<file path="src/rtl/proc_core_mc_gen2_if.sv">
// Instruction and data memory ports of proc_core_mc_gen2. Each port uses a req/ready handshake.
// The master modport is the core side and the slave modport is the memory side.
interface proc_core_mc_gen2_if #(
    parameter int DW   = 8,
    parameter int PC_W = 10,
    parameter int DA_W = 8
);
    logic            imem_req;
    logic [PC_W-1:0] imem_addr;
    logic [15:0]     imem_rdata;
    logic            imem_ready;
    logic            dmem_req;
    logic            dmem_we;
    logic [DA_W-1:0] dmem_addr;
    logic [DW-1:0]   dmem_wdata;
    logic [DW-1:0]   dmem_rdata;
    logic            dmem_ready;

    modport master (
        output imem_req, imem_addr, dmem_req, dmem_we, dmem_addr, dmem_wdata,
        input  imem_rdata, imem_ready, dmem_rdata, dmem_ready
    );

    modport slave (
        input  imem_req, imem_addr, dmem_req, dmem_we, dmem_addr, dmem_wdata,
        output imem_rdata, imem_ready, dmem_rdata, dmem_ready
    );
endinterface

</file>
<file path="src/rtl/proc_core_mc_gen2.sv">
// Multi-cycle fetch/execute/mem core with an 8-entry register file.
// The instruction and data ports use req/ready handshakes and tolerate wait states.
module proc_core_mc_gen2 #(
    parameter int DW   = 8,
    parameter int PC_W = 10,
    parameter int DA_W = 8
) (
    input  logic                 clk,
    input  logic                 reset,
    proc_core_mc_gen2_if.master  bus,
    output logic                 halted,
    output logic                 retire
);
    typedef enum logic [1:0] {FETCH, EXEC, MEM, HALTED} state_t;
    typedef enum logic [3:0] {
        OP_NOP = 4'h0, OP_ADD = 4'h1, OP_SUB = 4'h2, OP_AND = 4'h3,
        OP_OR  = 4'h4, OP_XOR = 4'h5, OP_LI  = 4'h6, OP_LD  = 4'h7,
        OP_ST  = 4'h8, OP_BZ  = 4'h9, OP_JMP = 4'hA, OP_HALT = 4'hF
    } op_t;

    // Wide intermediates make zero-extension/truncation work for any parameter value.
    localparam int IXW = (DW > 8) ? DW : 8;
    localparam int PXW = (PC_W > 10) ? PC_W : 10;
    localparam int AXW = (DA_W > DW) ? DA_W : DW;

    state_t          state, state_n;
    logic [PC_W-1:0] pc, pc_n;
    logic [15:0]     ir;
    logic            ir_load;
    logic [DW-1:0]   regs [8];
    logic            wr_en;
    logic [DW-1:0]   wr_data;
    logic [DA_W-1:0] daddr, daddr_n;
    logic [DW-1:0]   dwdata, dwdata_n;
    logic            retire_n;

    op_t             op;
    logic [2:0]      rd;
    logic [DW-1:0]   rs1v, rs2v, rdv;
    logic [IXW-1:0]  imm_x;
    logic [PXW-1:0]  jt_x;
    logic [AXW-1:0]  a_x;
    logic [PC_W-1:0] boff_x;

    assign op     = op_t'(ir[15:12]);
    assign rd     = ir[11:9];
    assign rs1v   = regs[ir[8:6]];
    assign rs2v   = regs[ir[5:3]];
    assign rdv    = regs[rd];
    assign imm_x  = IXW'(ir[7:0]);
    assign jt_x   = PXW'(ir[9:0]);
    assign a_x    = AXW'(rs1v);
    assign boff_x = PC_W'($signed(ir[8:0]));

    // Gating with reset holds the fetch request low during reset.
    // The request then rises in the first cycle after reset is released.
    assign bus.imem_req   = (state == FETCH) & reset;
    assign bus.imem_addr  = pc;
    assign bus.dmem_req   = (state == MEM);
    assign bus.dmem_we    = (state == MEM) & (op == OP_ST);
    assign bus.dmem_addr  = daddr;
    assign bus.dmem_wdata = dwdata;
    assign halted         = (state == HALTED);

    always_comb begin
        state_n  = state;
        pc_n     = pc;
        ir_load  = 1'b0;
        wr_en    = 1'b0;
        wr_data  = '0;
        daddr_n  = daddr;
        dwdata_n = dwdata;
        retire_n = 1'b0;
        unique case (state)
            FETCH: begin
                if (bus.imem_ready) begin
                    ir_load = 1'b1;
                    state_n = EXEC;
                end
            end
            EXEC: begin
                state_n  = FETCH;
                retire_n = 1'b1;
                pc_n     = pc + PC_W'(1);
                case (op)
                    OP_ADD: begin wr_en = 1'b1; wr_data = rs1v + rs2v; end
                    OP_SUB: begin wr_en = 1'b1; wr_data = rs1v - rs2v; end
                    OP_AND: begin wr_en = 1'b1; wr_data = rs1v & rs2v; end
                    OP_OR:  begin wr_en = 1'b1; wr_data = rs1v | rs2v; end
                    OP_XOR: begin wr_en = 1'b1; wr_data = rs1v ^ rs2v; end
                    OP_LI:  begin wr_en = 1'b1; wr_data = imm_x[DW-1:0]; end
                    OP_LD, OP_ST: begin
                        state_n  = MEM;
                        retire_n = 1'b0;
                        pc_n     = pc;
                        daddr_n  = a_x[DA_W-1:0];
                        dwdata_n = rs2v;
                    end
                    OP_BZ:   if (rdv == '0) pc_n = pc + boff_x;
                    OP_JMP:  pc_n = jt_x[PC_W-1:0];
                    OP_HALT: begin state_n = HALTED; pc_n = pc; end
                    default: ;
                endcase
            end
            MEM: begin
                if (bus.dmem_ready) begin
                    state_n  = FETCH;
                    retire_n = 1'b1;
                    pc_n     = pc + PC_W'(1);
                    if (op == OP_LD) begin
                        wr_en   = 1'b1;
                        wr_data = bus.dmem_rdata;
                    end
                end
            end
            HALTED: ;
            default: state_n = FETCH;
        endcase
    end

    always_ff @(posedge clk or negedge reset) begin
        if (!reset) begin
            state  <= FETCH;
            pc     <= '0;
            ir     <= '0;
            daddr  <= '0;
            dwdata <= '0;
            retire <= 1'b0;
            for (int unsigned i = 0; i < 8; i++) regs[i] <= '0;
        end else begin
            state  <= state_n;
            pc     <= pc_n;
            daddr  <= daddr_n;
            dwdata <= dwdata_n;
            retire <= retire_n;
            if (ir_load) ir <= bus.imem_rdata;
            if (wr_en) regs[rd] <= wr_data;
        end
    end
endmodule

</file>
<file path="src/flat_wrapper.sv">
// flat-port wrapper written by rule: the top's interface ports become plain ports
module proc_core_mc_gen2_flat 
#(
    parameter int DW   = 8,
    parameter int PC_W = 10,
    parameter int DA_W = 8
)
  (clk, reset, halted, retire, bus_imem_req, bus_imem_addr, bus_dmem_req, bus_dmem_we, bus_dmem_addr, bus_dmem_wdata, bus_imem_rdata, bus_imem_ready, bus_dmem_rdata, bus_dmem_ready);
  proc_core_mc_gen2_if #(.DW(DW), .PC_W(PC_W), .DA_W(DA_W)) bus_i ();
  input  logic clk;
  input  logic reset;
  output logic halted;
  output logic retire;
  output wire logic [$bits(bus_i.imem_req)-1:0] bus_imem_req;
  output wire logic [$bits(bus_i.imem_addr)-1:0] bus_imem_addr;
  output wire logic [$bits(bus_i.dmem_req)-1:0] bus_dmem_req;
  output wire logic [$bits(bus_i.dmem_we)-1:0] bus_dmem_we;
  output wire logic [$bits(bus_i.dmem_addr)-1:0] bus_dmem_addr;
  output wire logic [$bits(bus_i.dmem_wdata)-1:0] bus_dmem_wdata;
  input wire logic [$bits(bus_i.imem_rdata)-1:0] bus_imem_rdata;
  input wire logic [$bits(bus_i.imem_ready)-1:0] bus_imem_ready;
  input wire logic [$bits(bus_i.dmem_rdata)-1:0] bus_dmem_rdata;
  input wire logic [$bits(bus_i.dmem_ready)-1:0] bus_dmem_ready;
  assign bus_imem_req = bus_i.imem_req;
  assign bus_imem_addr = bus_i.imem_addr;
  assign bus_dmem_req = bus_i.dmem_req;
  assign bus_dmem_we = bus_i.dmem_we;
  assign bus_dmem_addr = bus_i.dmem_addr;
  assign bus_dmem_wdata = bus_i.dmem_wdata;
  assign bus_i.imem_rdata = bus_imem_rdata;
  assign bus_i.imem_ready = bus_imem_ready;
  assign bus_i.dmem_rdata = bus_dmem_rdata;
  assign bus_i.dmem_ready = bus_dmem_ready;
  proc_core_mc_gen2 #(.DW(DW), .PC_W(PC_W), .DA_W(DA_W)) u_core (.clk(clk), .reset(reset), .bus(bus_i), .halted(halted), .retire(retire));
endmodule
</file>
<file path="config.mk">
export PLATFORM = sky130hd
export DESIGN_NAME = proc_core_mc_gen2_flat
export DESIGN_NICKNAME = d
export VERILOG_FILES = /design/src/rtl/proc_core_mc_gen2_if.sv /design/src/rtl/proc_core_mc_gen2.sv /design/src/flat_wrapper.sv
export SDC_FILE = /design/constraint.sdc
export NUM_CORES = 1
export LEC_CHECK = 0
export BUFFER_PORTS_ARGS = -buffer_cell sky130_fd_sc_hd__buf_2
export CORE_ASPECT_RATIO = 1.4
export CORE_MARGIN = 10
export CORE_UTILIZATION = 33
export CTS_CLUSTER_SIZE = 14
export DETAILED_ROUTE_END_ITERATION = 7
export PLACE_DENSITY_LB_ADDON = 0.05
export SKIP_CTS_REPAIR_TIMING = 1
export SYNTH_ARGS = -nofsm -noshare
export SYNTH_HDL_FRONTEND = slang
export SYNTH_SLANG_ARGS = --single-unit
</file>
<file path="constraint.sdc">
create_clock -name clk -period 7.3 [get_ports clk]
set_input_delay 0.73 -clock clk [delete_from_list [all_inputs] [get_ports clk]]
set_output_delay 0.73 -clock clk [all_outputs]
set_load 0.02 [all_outputs]
</file>
# Yosys cells after proc, flatten, opt, wreduce, memory -nomap -nowiden
# Index checks and enable logic that the tools add are counted.
[classes]
add_sub_neg = 4
n_lt_le_gt_ge = 4
n_eq_ne = 17
mux = 33
n_bitwise = 8
reduce_logical = 11
[op_table]
columns = ["op", "count"]
rows = [
  ["8-bit binary-select mux with 3-bit select", 3],
  ["8-bit 2-to-1 mux", 9],
  ["64-bit bitwise mux", 1],
  ["8-bit one-hot mux with 6 select lines", 1],
  ["10-bit one-hot mux with 3 select lines", 1],
  ["8-bit demux with 3-bit select", 1],
  ["10-bit 2-to-1 mux", 2],
  ["10-bit one-hot mux with 2 select lines", 1],
  ["4-bit by 3-bit == test with 1-bit output, second input constant", 4],
  ["4-bit == test, second input constant", 4],
  ["8-bit one-hot mux with 2 select lines", 1],
  ["4-bit >= comparator, second input constant", 3],
  ["3-bit inverter with 4-bit output", 3],
  ["10-bit by 1-bit adder with 10-bit output, second input constant", 1],
  ["10-bit adder", 1],
  ["8-bit adder", 1],
  ["8-bit bitwise AND", 1],
  ["4-bit by 2-bit == test with 1-bit output, second input constant", 2],
  ["8-bit zero test", 1],
  ["8-bit OR", 1],
  ["8-bit subtractor", 1],
  ["8-bit XOR", 1],
  ["1-bit 2-to-1 mux", 7],
  ["2-bit one-hot mux with 3 select lines", 1],
  ["other kinds (19)", 25],
]
[totals]
regBits = 109
input_bits = 28
output_inout_bits = 31
elab_cells = 91

# Depth between registers and ports, before layout
[logic_depth]
ltp_word = 8
depth_mapped = 16
depth_no_buf = 15

# Least setup slack after synthesis
# No wires, ideal clock.
[synth_path]
kind = "register to register"
from = "reg u_core.ir[6]"
to = "reg u_core.regs[15] (netlist bit)"
setup_time_ps = 134
arrival_ps = 3831
t_required_ps = 7166
setup_slack_ps = 3334
stages_incl_launch_ff = 15
n_path_buf = 2
period_less_slack_ps = 3966
cell_sequence = "dfrtp_1 buf_2 clkbuf_1 mux4_2 mux2i_1 inv_1 ha_1 nor2b_1 o2111ai_1 nand3_1 o211ai_4 nor3_1 a2111o_1 o211ai_4 a21oi_2"
[synth_via]
elab_chain_len = 8
elab_cells_between_ends = 12
cone_classes = "add/sub: 2; mux: 6; bitwise: 4"
[synth_lines]
columns = ["element", "line_no", "text"]
rows = [
  ["from (decl)", "proc_core_mc_gen2.sv:28", "logic [15:0] ir;"],
  ["from (signal assigned)", "proc_core_mc_gen2.sv:136", "if (ir_load) ir <= bus.imem_rdata;"],
  ["3-bit inverter with 4-bit output (not written as such) (*)", "proc_core_mc_gen2.sv:47", "assign rs1v = regs[ir[8:6]];"],
  ["8-bit binary-select mux with 3-bit select (*)", "proc_core_mc_gen2.sv:47", ""],
  ["8-bit 2-to-1 mux (not written as such) (*) (2 in series)", "proc_core_mc_gen2.sv:47", ""],
  ["named net u_core.a_x[1]", "proc_core_mc_gen2.sv:42", "logic [AXW-1:0] a_x;"],
  ["8-bit subtractor or 8-bit adder (tied branches)", "proc_core_mc_gen2.sv:87, proc_core_mc_gen2.sv:86", ""],
  ["8-bit one-hot mux with 6 select lines (*)", "proc_core_mc_gen2.sv:85", "case (op)"],
  ["8-bit one-hot mux with 2 select lines (*)", "proc_core_mc_gen2.sv:74", "unique case (state)"],
  ["64-bit bitwise mux (*)", "proc_core_mc_gen2.sv:137", "if (wr_en) regs[rd] <= wr_data;"],
  ["to (signal, indexed assignment)", "proc_core_mc_gen2.sv:137", ""],
  ["to (decl)", "proc_core_mc_gen2.sv:30", "logic [DW-1:0] regs [8];"],
]
# Mark *: on every way through the listed nets, which the timed path passes. The rest lies on a longest branch. The select of a mux whose other input is x is not followed.
# A chain may end at the register's enable or synchronous reset.

# Final worst setup path
[layout_path]
from = "reg u_core.ir[5]"
to = "reg u_core.regs[39] (netlist bit)"
[layout_via]
elab_chain_len = 8
elab_cells_between_ends = 12
cone_classes = "add/sub: 2; mux: 6; bitwise: 4"
[layout_lines]
columns = ["element", "line_no", "text"]
rows = [
  ["3-bit inverter with 4-bit output (not written as such) (*)", "proc_core_mc_gen2.sv:48", "assign rs2v = regs[ir[5:3]];"],
  ["8-bit binary-select mux with 3-bit select (*)", "proc_core_mc_gen2.sv:48", ""],
  ["8-bit 2-to-1 mux (not written as such) (*) (2 in series)", "proc_core_mc_gen2.sv:48", ""],
  ["8-bit subtractor, or another cell as far along", "proc_core_mc_gen2.sv:87", "OP_SUB: begin wr_en = 1'b1; wr_data = rs1v - rs2v; end"],
  ["8-bit one-hot mux with 6 select lines (*)", "proc_core_mc_gen2.sv:85", ""],
  ["8-bit one-hot mux with 2 select lines (*)", "proc_core_mc_gen2.sv:74", ""],
  ["64-bit bitwise mux (*)", "proc_core_mc_gen2.sv:137", ""],
]
# Mark *: on every way between the ends. The rest lies on a longest branch, timed or not. The select of a mux whose other input is x is not followed.

==> impl_metrics.yaml <==
outcome:
  run_status: "finished clean"
timing:
  fin_crit_ps: 4560
  whs_ps: 389
  finClkSkew_ps: 11.6
  slew_headroom: 0.296
  setup_viol_count_final: 0
  tns_ps: 0
  slew_viol_final: 0
  worst_pin_slew_ps: 1060
  fin_crit_sh: 0.625
  rsz0062_at_grt: "false"
  fmax_mhz: 219
  hold_violations: 0
critical_path:
  worstSetupStartpointType: "flip-flop"
  r2r_end: "u_core.regs[39]"
  critPathMaxFanout: 22
  path_class: "reg -> reg"
  startpoint: "u_core.ir[5]"
  cp_data_arrival_time_ps: 4810
  critPathCapture: "u_core.regs[39]"
  reg2reg_setup_slack_ps: 2740
  cp.required_ps: 7550
  r2r_cells: 12
  cp-end-kind: "flip-flop"
  crit-reg2reg-launch: "u_core.ir[5]"
route:
  vias_per_cell: 5.47
  drt_iter0_markers: 293
  routed_wirelength_mm: 24.1
  route.detailed.drc: 0
  avgRoutedWirePerCell_um: 22.7
  num_vias: 5808
  drt_pass1_iterations: 5
  antenna_left: 0
power:
  seq_power_share: 0.283
  leakage_nw: 3.79
  internal_power_mw: 1.87
  swShare: 0.477
  p_per_area_nw_per_um2: 423
  pwr-share-clk: 0.144
  pwr-share-comb: 0.573
  peakVddDrop_v: 0.000193
  switchingPower_mw: 1.70
synth:
  synth.distinct_cells: 63
  synthCells: 714
  synth_nets: 782
  netlist_top_cells_count: "dfrtp_1, nand2_1, nor2_1"
  synth_top_family_by_area: "multiplexers"
  synth_area_leaders: "dfrtp_1, mux4_2, ha_1"
  yosys_warnings: 0
  synth-seq-cells: 109
  synth-main-ff-cell: "dfrtp_1"
  synthXorXnorAreaFrac: 0.0290
  ys_seq_area_frac: 0.361
  netlist_area_um2: 7550
  synth_top_area_frac: 0.361
  post-synth-top-count-cell: "dfrtp_1"
  synth_edf_count: 0
  synth_top_area_cell: "dfrtp_1"
  synth_simple_gate_area_share: 0.138
  synthArstFlopShare: 1.00
  synth_compound_area_frac: 0.131
  synth_fa_ha_area_frac: 0.0682
  avgSynthCellArea_um2: 10.6
  synth_mux_area_frac: 0.236
global_routing:
  track_usage: 0.168
  grt.overflow.total: 0
  grt_pass1_wl_mm: 37.9
  grt_pass1_vias: 6021
  grt_max_degree: 61
  antenna_found_initial: 0
die:
  die_area_um2: 29400
  start_util: 0.335
  core_um2: 22500
  num_rows: 65
  dieHeight_um: 199
  fp.dieW_um: 148
  io_pins: 59
run:
  maxCapViolCount: 0
layout:
  drive_gt1_frac: 0.223
  syn_to_final_growth_pct: 11.7
  nFillCells: 2302
  nets: 824
  final_util: 0.375
  diodes: 0
hold_path:
  hold_class: "in -> async"
clock_tree:
  clk_latency_ps: 380
  cts_made_buffers: 9
  clockBufferDepth: 2
  htreeDepth: 3
  clkTransAtPathRegs_ps: 80
  cts_root_buffer: "clkbuf_16"
  cts.sinks: 109
  cts_tree: "done"
place:
  io_buffers: 58
  routabilityCongestion: 0.870
  place_hpwl_mm: 18.6
## cells in the final DEF, fill, tap and decap left out, types with 13 or more instances in the layout
cell type,netlist,layout
mux2_1,36,36
inv_1,23,23
mux2_2,29,29
nor3_1,15,15
nand3_1,17,17
nor2b_1,18,18
ha_1,38,38
dfrtp_1,109,109
mux4_2,32,32
nor2_1,48,48
nand2_1,57,57
buf_2,3,57
a21oi_1,23,23
xnor2_1,13,13
a22oi_1,19,19
mux2i_1,14,14
o21ai_0,45,44
## critical path, cell delays in order, from the launching register on
cell	delay, ps
dfrtp_1	980
mux4_1	430
mux2i_2	470
nand3_4	150
o21ai_0	260
xnor2_1	150
ha_1	280
or3_2	520
o211ai_4	120
nor3_1	90
a2111o_1	460
o211ai_4	420
a21oi_2	90
## worst min path at each step
stage	to	depth (start not counted)
2_1_floorplan	u_core.bus.dmem_addr[0]	0
5_1_grt	u_core.bus.imem_addr[0]	1
3_5_place_dp	u_core.bus.dmem_addr[2]	2
4_1_cts	u_core.bus.imem_addr[0]	1
3_3_place_gp	u_core.bus.dmem_addr[3]	2
6_report	u_core.bus.imem_addr[0]	1
## through the flow
stage / area (µm²) / instances / power [mW] / setup WS, ps
after floorplan: 7550 / 714 / 2.50 / 3330
after global placement: 8140 / 1046 / 3.08 / 2840
after detailed placement: 8140 / 1046 / 3.09 / 2760
after CTS: 8440 / 1062 / 3.62 / 2730
after global routing: 8440 / 1062 / 3.88 / 2450
final: 8440 / 1062 / 3.57 / 2740
## final cells by class
class,instances,area [µm²],area share
flip-flops and latches,109,2730,0.323
clock buffers,10,239,0.0283
well taps,301,377,0.0446
multi-input cells,542,4560,0.540
inverters,25,96.3,0.0114
repair buffers,69,375,0.0445
clock inverters,6,62.6,0.00741
## cells by family (layout without fill, tap and decap cells)
| family | after synthesis | count (layout) |
|---|---|---|
| flops | 109 | 109 |
| mux | 120 | 120 |
| xor+xnor | 25 | 25 |
| simple gates | 207 | 207 |
| fa+ha+maj | 40 | 40 |
| compound gates | 150 | 150 |
| buf+inv | 63 | 110 |
## registers in the layout, summed over array words and instances, names as in the netlist
register and count:
u_core.bus.dmem_addr 8, u_core.bus.dmem_wdata 8, u_core.bus.imem_addr 10, u_core.ir 16
u_core.regs 64, u_core.retire 1, u_core.state 2
## power by group through the flow
stage | Combinational [mW] | Clock (mW) | Sequential (mW)
2_1_floorplan | 1.57 | 0 | 0.924
3_3_place_gp | 2.06 | 0 | 1.02
3_5_place_dp | 2.07 | 0 | 1.03
4_1_cts | 2.07 | 0.533 | 1.02
5_1_grt | 2.28 | 0.554 | 1.04
6_report | 2.05 | 0.514 | 1.01
## layer usage
layer | track usage | share of wire | wire (µm) | vias up
li1 | - | - | - | 2719
met1 | 0.201 | 0.41 | 9900 | 2963
met2 | 0.302 | 0.54 | 13000 | 108
met3 | 0.0246 | 0.035 | 845 | 18
met4 | 0.0515 | 0.016 | 374 | 0
met5 | 0 | 0 | 0 | -
(Power assumes the default switching activity.)
